### src/rtl/writeback_stage.sv
// Last pipeline stage in front of the register file write port.
// It retires ALU results and memory loads one per cycle, and reports the pending write so decode can forward or stall.
module writeback_stage #(
  parameter int DW          = 16,
  parameter int AW          = 4,
  parameter int MEM_TIMEOUT = 15,
  parameter int PROTECT_R0  = 0
) (
  input  logic          clk,
  input  logic          rst_n,
  input  logic          ex_valid,
  output logic          ex_ready,
  input  logic          ex_we,
  input  logic          ex_is_load,
  input  logic [AW-1:0] ex_dest,
  input  logic [DW-1:0] ex_result,
  input  logic          mem_rvalid,
  input  logic [DW-1:0] mem_rdata,
  output logic          rf_we,
  output logic [AW-1:0] rf_wreg,
  output logic [DW-1:0] rf_wdata,
  output logic          hz_valid,
  output logic [AW-1:0] hz_reg,
  output logic          hz_data_ok,
  output logic [DW-1:0] hz_data,
  output logic          err_timeout,
  output logic [15:0]   retire_cnt
);

  // Handshake: a transfer from execute happens on a rising edge where ex_valid && ex_ready.
  // ex_ready depends only on registered state, never on ex_valid.
  typedef enum logic [1:0] {
    IDLE     = 2'd0,
    WRITE    = 2'd1,
    WAIT_MEM = 2'd2
  } state_t;

  localparam logic [7:0] TIMER_LAST = 8'(MEM_TIMEOUT - 1);

  state_t        state;
  state_t        state_nxt;
  logic          live;
  logic [AW-1:0] dest_q;
  logic [DW-1:0] data_q;
  logic [7:0]    timer;
  logic          accept;
  logic          timeout_hit;

  // live keeps ex_ready low until the first clock after reset is released
  assign ex_ready    = live && (state != WAIT_MEM);
  assign accept      = ex_valid && ex_ready;
  assign timeout_hit = (state == WAIT_MEM) && !mem_rvalid && (timer == TIMER_LAST);

  always_comb begin
    state_nxt = state;
    case (state)
      IDLE, WRITE: begin
        state_nxt = IDLE;
        if (accept && ex_we) begin
          state_nxt = ex_is_load ? WAIT_MEM : WRITE;
        end
      end
      WAIT_MEM: begin
        if (mem_rvalid) begin
          state_nxt = WRITE;
        end else if (timeout_hit) begin
          state_nxt = IDLE;
        end
      end
      default: state_nxt = IDLE;
    endcase
  end

  always_ff @(posedge clk or negedge rst_n) begin
    if (!rst_n) begin
      state       <= IDLE;
      live        <= 1'b0;
      dest_q      <= '0;
      data_q      <= '0;
      timer       <= '0;
      err_timeout <= 1'b0;
      retire_cnt  <= '0;
    end else begin
      live  <= 1'b1;
      state <= state_nxt;
      if (accept) begin
        retire_cnt <= retire_cnt + 16'd1;
        if (ex_we) begin
          dest_q <= ex_dest;
          timer  <= '0;
          if (!ex_is_load) begin
            data_q <= ex_result;
          end
        end
      end
      if (state == WAIT_MEM) begin
        timer <= timer + 8'd1;
        if (mem_rvalid) begin
          data_q <= mem_rdata;
        end
      end
      if (timeout_hit) begin
        err_timeout <= 1'b1;
      end
    end
  end

  // Destination 0 can be made read-only; the WRITE cycle still takes place
  always_comb begin
    rf_we      = (state == WRITE) && !((PROTECT_R0 != 0) && (dest_q == '0));
    rf_wreg    = dest_q;
    rf_wdata   = data_q;
    hz_valid   = (state != IDLE);
    hz_data_ok = (state == WRITE);
    hz_reg     = hz_valid ? dest_q : '0;
    hz_data    = hz_valid ? data_q : '0;
  end

endmodule
### config.mk
export PLATFORM = sky130hd
export DESIGN_NAME = writeback_stage
export DESIGN_NICKNAME = d
export VERILOG_FILES = /design/src/rtl/writeback_stage.sv
export SDC_FILE = /design/constraint.sdc
export NUM_CORES = 1
export LEC_CHECK = 0
export ABC_AREA = 1
export ABC_CLOCK_PERIOD_IN_PS = 4350
export CAP_MARGIN = 20
export CORE_UTILIZATION = 25
export DETAILED_ROUTE_END_ITERATION = 7
export PLACE_DENSITY = 0.49
export SLEW_MARGIN = 20
export SYNTH_ARGS = -nofsm -noshare
export SYNTH_HDL_FRONTEND = slang
export SYNTH_SLANG_ARGS = --single-unit
export TNS_END_PERCENT = 20
### constraint.sdc
create_clock -name clk -period 4.35 [get_ports clk]
set_clock_uncertainty 0.1 [all_clocks]
set_input_delay 0.87 -clock clk [delete_from_list [all_inputs] [get_ports clk]]
set_output_delay 0.87 -clock clk [all_outputs]
set_load 0.05 [all_outputs]
==> results.yml, run 1 <==
critical_path:
  crit_family: "buffers and inverters"
  cpMostUsedCell: "nor2_1"
  path_depth: 4
  cp_slowest_stage_delay_ns: 0.81
  setup.worst_path.start: "state[1]"
  endpoint: "hz_data[11]"
  worstReg2RegStart: "state[1]"
  crit_type: "reg -> out"
  startpoint_type: "flip-flop"
  cp_slowest_cell: "clkdlybuf4s50_1"
  r2r_slack_ns: 2.50
  cp.arrival_ns: 1.99
  end_kind: "primary output"
  crit_buf_inv: 2
  path_max_fanout: 20
  timing.rr.end: "rf_wdata[6]"
  crit_chain: "nor2_1, buf_4, nor2_1, clkdlybuf4s50_1"
  r2r_cells: 7
  crit_required_ns: 3.38
routing:
  drtIter0Drc: 84
  vias_per_cell: 4.259
  vias: 2696
  routedWlPerCell_um: 12.36
  detail-route-antenna-nets: 0
  firstDrtPassIters: 5
  drc_errors: 0
  wl_um: 7823
place:
  place_congestion: 0.7743
  dp_hpwl_um: 5872
  postPlaceCellArea_um2: 3894
  port_buffers: 102
  preCtsSetupSlack_ns: 1.506
logic_synthesis:
  avgSynthCellArea_um2: 7.077
  synth_cell_type_count: 30
  synth_mux_area_share_pct: 0
  synth_area_leaders: "dfrtp_1 43%, nand2_1 17%, inv_1 9.0%"
  synth_compound_area_share_pct: 4.318
  ys_seq_area_share_pct: 43.18
  synth-xor-area-share_pct: 2.834
  synth_top_family_by_area: "simple AND/OR/NAND/NOR gates"
  syn-num-nets: 438
  ys_warn_count: 0
  syn_area_um2: 2781
  synth.largest_area_cell: "dfrtp_1"
  synth-adder-area-share_pct: 1.350
  synth_top_area_share_pct: 43.18
  synthCells: 393
  synthSimpleGateAreaFrac_pct: 35.36
  synth-seq-cells: 48
die:
  initial_core_util_pct: 25.66
  row_count: 38
  io_pins: 103
  die-area_um2: 11550
  die_w_um: 107.5
  fp.coreArea_um2: 10840
  die_h_um: 107.5
timing:
  slew_headroom_pct: 58.66
  fin_crit_ns: 2.959
  setup_viol: 0
  setup_slack_ns: 1.391
  max_freq_mhz: 337.9
  post-route-period-util_pct: 68.03
  hold_violations: 0
  tightest_slew_ns: 0.6201
  rsz0062_at_grt: "no"
  report.final.slew_viol_count: 0
  fin_tns_setup_ns: 0
  hold_slack_ns: 0.3796
cells_and_area:
  antenna_cells: 0
  final_common_cell: "nand2_1"
  mostFrequentLayoutCells: "125 x nand2_1, 101 x clkdlybuf4s50_1, 67 x inv_1, 48 x dfrtp_1, 44 x nand3_1"
  final_nets: 537
  area_growth_pct: 43.86
  final_layout_size_suffix_gt1_share_pct: 4.057
  stdcell_area_um2: 4001
  num-fill-cells: 1179
global_route:
  grt_pass1_vias: 2734
  gr-usage-all-layers_pct: 14.26
  grt_max_degree: 26
  overflow: 0
  antenna_found_initial: 0
  grt_pass1_wl_um: 12930
power:
  vdd_drop_max_mv: 0.2071
  p_leak_nw: 1.976
  cellPowerDensity_nw_per_um2: 448.2
clock_network:
  cts_hold_buffers: 0
  post_cts_resized: 0
  htree_levels: 2
  root_buffer: "clkbuf_8"
  cts_sinks: 48
  post_cts_buffers: 0
  cts.clk_slew.worst_paths_ns: 0.09
  tritoncts: "built"
  numCtsBuffers: 5
  clk_latency_ns: 0.30
  cts_buffer_depth: 2
status:
  outcome: "completed"
flow_run:
  drv_cap: 0
min_path:
  worstHoldPathType: "reg -> reg"
worst min-delay path by stage:
| stage | start | endpoint | slack [ns] | depth (start not counted) |
|---|---|---|---|---|
| 2_1_floorplan | timer[6] | timer[6] | 0.40 | 2 |
| 3_3_place_gp | err_timeout | err_timeout | 0.36 | 1 |
| 3_5_place_dp | err_timeout | err_timeout | 0.37 | 1 |
| 4_1_cts | err_timeout | err_timeout | 0.39 | 1 |
| 5_1_grt | err_timeout | err_timeout | 0.42 | 1 |
| 6_report | err_timeout | err_timeout | 0.38 | 1 |
worst reg2reg max path: cells and delay by family (launching register included):
| family | cells | cell delay (ns) |
|---|---|---|
| flops | 1 | 0.46 |
| simple gates | 7 | 1.25 |
final cells by class:
cell class,instances,area (um^2),area share (%)
clock inverter,2,35.03,0.8755
timing repair buffer,104,1031,25.77
clock buffer,6,72.57,1.814
inverter,70,262.8,6.567
sequential,48,1201,30.02
multi-input combinational,263,1224,30.58
tap,140,175.2,4.378
flip-flops by register name (all words and copies together), names as in the netlist:
name	flops
live	1
state	2
err_timeout	1
timer	8
retire_cnt	16
rf_wreg	4
rf_wdata	16
power breakdown:
part           switching, mW  leakage [nW]  internal [mW]  total, mW
Sequential            0.0860         0.596          0.534      0.620
Clock                  0.156        0.0552          0.171      0.327
Combinational          0.567          1.33          0.279      0.846
Total                  0.809          1.98          0.984       1.79
through the flow:
step | total power [mW] | util, % | std cells
4_1_cts | 1.817 | 36.91 | 633
5_1_grt | 1.899 | 36.91 | 633
6_report | 1.793 | 36.91 | 633
2_1_floorplan | 1.167 | - | 393
3_5_place_dp | 1.480 | 35.92 | 625
3_3_place_gp | 1.482 | 35.92 | 625
per-layer routing:
layer,vias up,GRT usage [%],wire length (um)
li1,1382,-,-
met5,-,0,0
met2,92,23.81,3625
met3,2,4.722,668
met1,1220,17.48,3490
met4,0,3.816,38
cells in the mapped netlist:
cell type,instances
a31o_2,1
buf_4,2
xnor2_1,3
inv_1,67
o21ai_1,1
nand3_1,44
nor2_2,1
dfrtp_1,48
clkinv_1,1
clkbuf_1,2
nand3_4,1
nor2_1,42
xor2_1,6
buf_2,3
or2_2,1
or2_0,2
nand2_4,2
o22ai_1,1
inv_2,2
buf_6,5
ha_1,3
nor3_1,3
nand2_1,125
nand4_1,3
o21ai_0,16
nor2_8,1
conb_1,1
a21oi_1,4
nor2_4,1
or2_1,1
logic make-up (layout without fill, tap and decap cells):
kind of cell,after synthesis,in the layout
compound gates,23,23
other cells,1,1
simple gates,227,227
flops,48,48
xor+xnor,9,9
buf+inv,82,182
fa+ha+maj,3,3
(Power assumes the default switching activity.)
==> inputs of run 2 (changes only) <==
--- a/config.mk
+++ b/config.mk
@@ -6,11 +6,11 @@
 export NUM_CORES = 1
 export LEC_CHECK = 0
 export ABC_AREA = 1
-export ABC_CLOCK_PERIOD_IN_PS = 4350
+export ABC_CLOCK_PERIOD_IN_PS = 2560
 export CAP_MARGIN = 20
 export CORE_UTILIZATION = 25
 export DETAILED_ROUTE_END_ITERATION = 7
-export PLACE_DENSITY = 0.49
+export PLACE_DENSITY = 0.51
 export SLEW_MARGIN = 20
 export SYNTH_ARGS = -nofsm -noshare
 export SYNTH_HDL_FRONTEND = slang
==> constraint.sdc (replaced) <==
create_clock -name clk -period 2.56 [get_ports clk]
set_clock_uncertainty 0.1 [all_clocks]
set_input_delay 0.512 -clock clk [delete_from_list [all_inputs] [get_ports clk]]
set_output_delay 0.512 -clock clk [all_outputs]
set_load 0.05 [all_outputs]
==> results.yml, run 2 (synthesized netlist as in run 1, its figures left out) <==
die:
  die_w_um: 107.5
  row_count: 38
  fp.coreArea_um2: 10840
  io_pins: 103
  die_h_um: 107.5
  die-area_um2: 11550
  initial_core_util_pct: 25.66
routing:
  detail-route-antenna-nets: 0
  vias_per_cell: 4.261
  drtIter0Drc: 135
  wl_um: 7618
  firstDrtPassIters: 4
  vias: 2706
  drc_errors: 0
  routedWlPerCell_um: 12.00
clock_network:
  root_buffer: "clkbuf_8"
  cts_buffer_depth: 2
  numCtsBuffers: 5
  cts_hold_buffers: 0
  post_cts_resized: 0
  tritoncts: "built"
  cts.clk_slew.worst_paths_ns: 0.10
  post_cts_buffers: 0
  clk_latency_ns: 0.30
  htree_levels: 2
  cts_sinks: 48
power:
  vdd_drop_max_mv: 0.3580
  internal-power_mw: 1.768
  power.share.switching_pct: 43.97
  seqPwrFrac_pct: 33.7
  cellPowerDensity_nw_per_um2: 788.0
  pwr-share-clk_pct: 21.2
  pwr-share-comb_pct: 45.1
  p_leak_nw: 2.045
  switchingPower_mw: 1.387
global_route:
  overflow: 0
  grtUsageMet1_pct: 17.81
  use_met3_pct: 3.390
  grt_use_met2_pct: 22.99
  grt_pass1_wl_um: 12650
  antenna_found_initial: 0
  grt_pass1_vias: 2752
  gr-usage-all-layers_pct: 13.90
  busiest_layer: "met2"
  grt_max_degree: 27
timing:
  setup_viol: 0
  hold_violations: 0
  rsz0062_at_grt: "no"
  post-route-period-util_pct: 96.42
  fin_crit_ns: 2.468
  report.final.slew_viol_count: 0
  tightest_slew_ns: 0.6285
  slew_headroom_pct: 58.10
  fin_tns_setup_ns: 0
  max_freq_mhz: 405.1
cells_and_area:
  final_nets: 539
  final_core_util_pct: 36.93
  area_growth_pct: 43.95
  antenna_cells: 0
  mostFrequentLayoutCells: "125 x nand2_1, 79 x clkdlybuf4s50_1, 67 x inv_1, 48 x dfrtp_1, 44 x nand3_1"
  final_layout_size_suffix_gt1_share_pct: 9.091
  final_common_cell: "nand2_1"
critical_path:
  cp_slowest_stage_delay_ns: 0.85
  path_max_fanout: 5
  end_kind: "primary output"
  crit_type: "reg -> out"
  crit_chain: "nor2_1, clkdlybuf4s50_1"
  worstReg2RegStart: "state[1]"
  cp.arrival_ns: 1.86
  cp_slowest_cell: "clkdlybuf4s50_1"
  crit_required_ns: 1.95
  startpoint_type: "flip-flop"
  setup.worst_path.start: "state[1]"
flow_run:
  drv_cap: 0
min_path:
  worstHoldPathType: "in -> async"
place:
  place_congestion: 0.8433
  port_buffers: 102
  dp_hpwl_um: 5739
status:
  outcome: "completed"
run 2: changes by cell type in the layout (fill, tap and decap cells not counted), sizes merged:
cell,delta
clkdlybuf4s50,-22
inv,+1
clkbuf,-1
bufinv,+1
buf,+24
clkinv,-1
run 2: power groups by stage:
stage	Combinational, mW	Clock, mW	Sequential (mW)
detailed placement	1.43	0	1.07
finish	1.42	0.669	1.06
floorplan	0.469	0	1.51
global route	1.53	0.715	1.09
global placement	1.42	0	1.08
CTS	1.44	0.689	1.06
run 2: final timing paths:
path | to | slack [ns] | cells past startpoint
setup reg to reg | rf_wdata[8] | 0.72 | 7
hold / removal | retire_cnt[4] | 0.12 | 1
hold reg to reg | err_timeout | 0.39 | 1
min in group clk | err_timeout | 0.39 | 1
max in group asynchronous | rf_wdata[9] | 1.68 | 2
setup / recovery | hz_data_ok | 0.09 | 2
run 2: cell type report:
class	count	area (um^2)
repair buffers	106	1003
clock buffers	5	68.82
multi-input cells	263	1224
fillers	1135	6837
flip-flops and latches	48	1201
inverters	70	262.8
clock inverters	3	68.82
well taps	140	175.2
run 2: layer usage:
layer,share of wire [%],vias up
met3,7.2,10
met2,45,102
met4,1.3,0
met1,47,1207
met5,0,-
li1,-,1387
run 2: per-stage QoR:
step           cell area, um^2  setup slack (ns)  hold WS (ns)  instances  total power [mW]
3_5_place_dp              3866            0.2892        0.3759        627             2.505
6_report                  4004           0.09164        0.1193        635             3.155
4_1_cts                   4004            0.1000        0.1318        635             3.189
3_3_place_gp              3866            0.3304        0.3629        627             2.498
5_1_grt                   4004           0.05779        0.1461        635             3.336
2_1_floorplan             2781            0.4847        0.1164        393             1.983
run 2: worst max-delay path, delay by kind of cell, from the launching register on:
| kind | cells | cell delay [ns] |
|---|---|---|
| buffers and inverters | 1 | 0.85 |
| flip-flops | 1 | 0.47 |
| AND/OR/NAND/NOR | 1 | 0.24 |
==> inputs of run 3 (changes only) <==
--- a/config.mk
+++ b/config.mk
@@ -9,8 +9,11 @@
 export ABC_CLOCK_PERIOD_IN_PS = 2560
 export CAP_MARGIN = 20
 export CORE_UTILIZATION = 25
+export CTS_BUF_LIST = sky130_fd_sc_hd__clkbuf_16
 export DETAILED_ROUTE_END_ITERATION = 7
-export PLACE_DENSITY = 0.51
+export DONT_BUFFER_PORTS = 1
+export PLACE_DENSITY = 0.39
+export SETUP_SLACK_MARGIN = 0.05
 export SLEW_MARGIN = 20
 export SYNTH_ARGS = -nofsm -noshare
 export SYNTH_HDL_FRONTEND = slang
==> results.yml, run 3 (synthesized netlist as in run 1, its figures left out) <==
status:
  outcome: "completed"
critical_path:
  r2r_cells: 7
  path_max_fanout: 21
  crit_buf_inv: 2
  crit_required_ns: 1.95
  cp_slowest_stage_delay_ns: 0.46
  setup.worst_path.start: "state[1]"
  r2r_slack_ns: 0.71
  path_depth: 4
  cpMostUsedCell: "buf_4"
  crit_family: "buffers and inverters"
  worstReg2RegStart: "state[0]"
  cp.arrival_ns: 1.43
  crit_chain: "nor2_2, buf_4, nor2_1, buf_4"
  end_kind: "primary output"
  timing.rr.end: "rf_wdata[15]"
  cp_slowest_cell: "dfrtp_1"
  crit_type: "reg -> out"
  endpoint: "hz_data[4]"
  startpoint_type: "flip-flop"
timing:
  setup_viol: 0
  fin_crit_ns: 2.046
  fin_tns_setup_ns: 0
  max_freq_mhz: 488.9
  slew_headroom_pct: 60.92
  rsz0062_at_grt: "no"
  tightest_slew_ns: 0.5863
  hold_violations: 0
  post-route-period-util_pct: 79.90
  report.final.slew_viol_count: 0
global_route:
  overflow: 0
  antenna_found_initial: 1
  grt_max_degree: 49
  grt_pass1_wl_um: 12140
  grt_pass1_vias: 2469
  gr-usage-all-layers_pct: 13.56
clock_network:
  htree_levels: 2
  tritoncts: "built"
  root_buffer: "clkbuf_16"
  cts_buffer_depth: 2
  post_cts_buffers: 0
  cts.clk_slew.worst_paths_ns: 0.07
  numCtsBuffers: 5
  clk_latency_ns: 0.29
  cts_sinks: 48
place:
  port_buffers: 0
  place_inst: 562
  dp_hpwl_um: 5477
  place_congestion: 0.7053
routing:
  vias: 2455
  met2_length_um: 3643
  firstDrtPassIters: 5
  detail-route-antenna-nets: 0
  vias_per_cell: 4.292
  drtIter0Drc: 85
  routedWlPerCell_um: 13.29
  top_layer: "met5"
  wl_met1_um: 3437
  dr_wl_met3_um: 427
  drc_errors: 0
  wl_um: 7604
cells_and_area:
  finalNonFillerCells: 572
  seq_area_um2: 1201
  final_common_cell: "nand2_1"
  final_layout_size_suffix_gt1_share_pct: 14.12
  final_core_util_pct: 30.97
  multi_input_area_um2: 1229
  num-fill-cells: 1209
  final_nets: 476
  antenna_cells: 0
  area_growth_pct: 20.69
  mostFrequentLayoutCells: "125 x nand2_1, 67 x inv_1, 48 x dfrtp_1, 44 x nand3_1, 41 x buf_4"
power:
  p_leak_nw: 1.817
  cellPowerDensity_nw_per_um2: 877.2
  seqPwrFrac_pct: 41.5
  vdd_drop_max_mv: 0.3173
  power_mw: 2.945
  internal-power_mw: 1.555
  switchingPower_mw: 1.389
  pwr-share-comb_pct: 35.5
  power.share.switching_pct: 47.18
  pwr-share-clk_pct: 22.9
die:
  row_count: 38
  die_h_um: 107.5
  die-area_um2: 11550
  die_w_um: 107.5
  fp.coreArea_um2: 10840
  io_pins: 103
  initial_core_util_pct: 25.66
min_path:
  worstHoldPathType: "in -> reg"
flow_run:
  drv_cap: 0
==> run 3: cell types whose count changed in the layout (fill, tap and decap cells not counted), sizes merged, moves of 2 or more <==
cell	before	now
buf	27	42
bufinv	2	0
clkdlybuf4s50	79	0
clkinvlp	0	2
==> run 3: layout make-up <==
class / count / area share [%]
clock inverters: 3 / 0.5591
flip-flops and latches: 48 / 35.78
well taps: 140 / 5.218
inverters: 70 / 7.827
repair buffers: 43 / 10.29
multi-input cells: 263 / 36.60
clock buffers: 5 / 3.727
==> run 3: worst register-to-register path: stages, from the launching register on <==
cell and delay (ns):
dfrtp_1 0.39, inv_1 0.13, nand2_4 0.10, nor2_4 0.33, inv_2 0.26, or2_2 0.33
nand2_1 0.07, inv_1 0.03
==> run 3: power groups by stage <==
stage               Sequential (mW)  Combinational, mW  Clock [mW]
finish                         1.22               1.05       0.675
global route                   1.25               1.15       0.732
CTS                            1.23               1.06       0.699
detailed placement             1.24               1.03           0
global placement               1.24               1.04           0
floorplan                      1.51              0.469           0
==> run 3: what timing repair did <==
item,in CTS,in global routing
resized for setup,0,0
hold endpoints to repair,48,0
hold buffers,2,0
==> run 3: layer usage <==
| metal | vias to the layer above | track usage, % |
|---|---|---|
| met5 | - | 0 |
| met4 | 2 | 3.523 |
| met3 | 8 | 4.722 |
| met2 | 57 | 23.03 |
| met1 | 1128 | 16.19 |
| li1 | 1260 | - |
==> run 3: how the worst min path moves through the flow <==
stage,startpoint,endpoint,slack (ns),cells after the start
CTS,mem_rdata[3],rf_wdata[3],0.22,2
floorplan,rst_n,err_timeout,0.12,0
global placement,rst_n,retire_cnt[6],0.12,0
detailed placement,rst_n,retire_cnt[6],0.12,0
global route,mem_rdata[13],rf_wdata[13],0.22,2
finish,mem_rdata[9],rf_wdata[9],0.23,2
==> run 3: through the flow <==
stage	area, um^2	hold WS (ns)	setup WS, ns
after CTS	3357	0.2231	0.5043
after global placement	3176	0.1176	0.7176
after global routing	3357	0.2188	0.4405
after floorplan	2781	0.1164	0.4847
final	3357	0.2311	0.5145
after detailed placement	3176	0.1177	0.6985
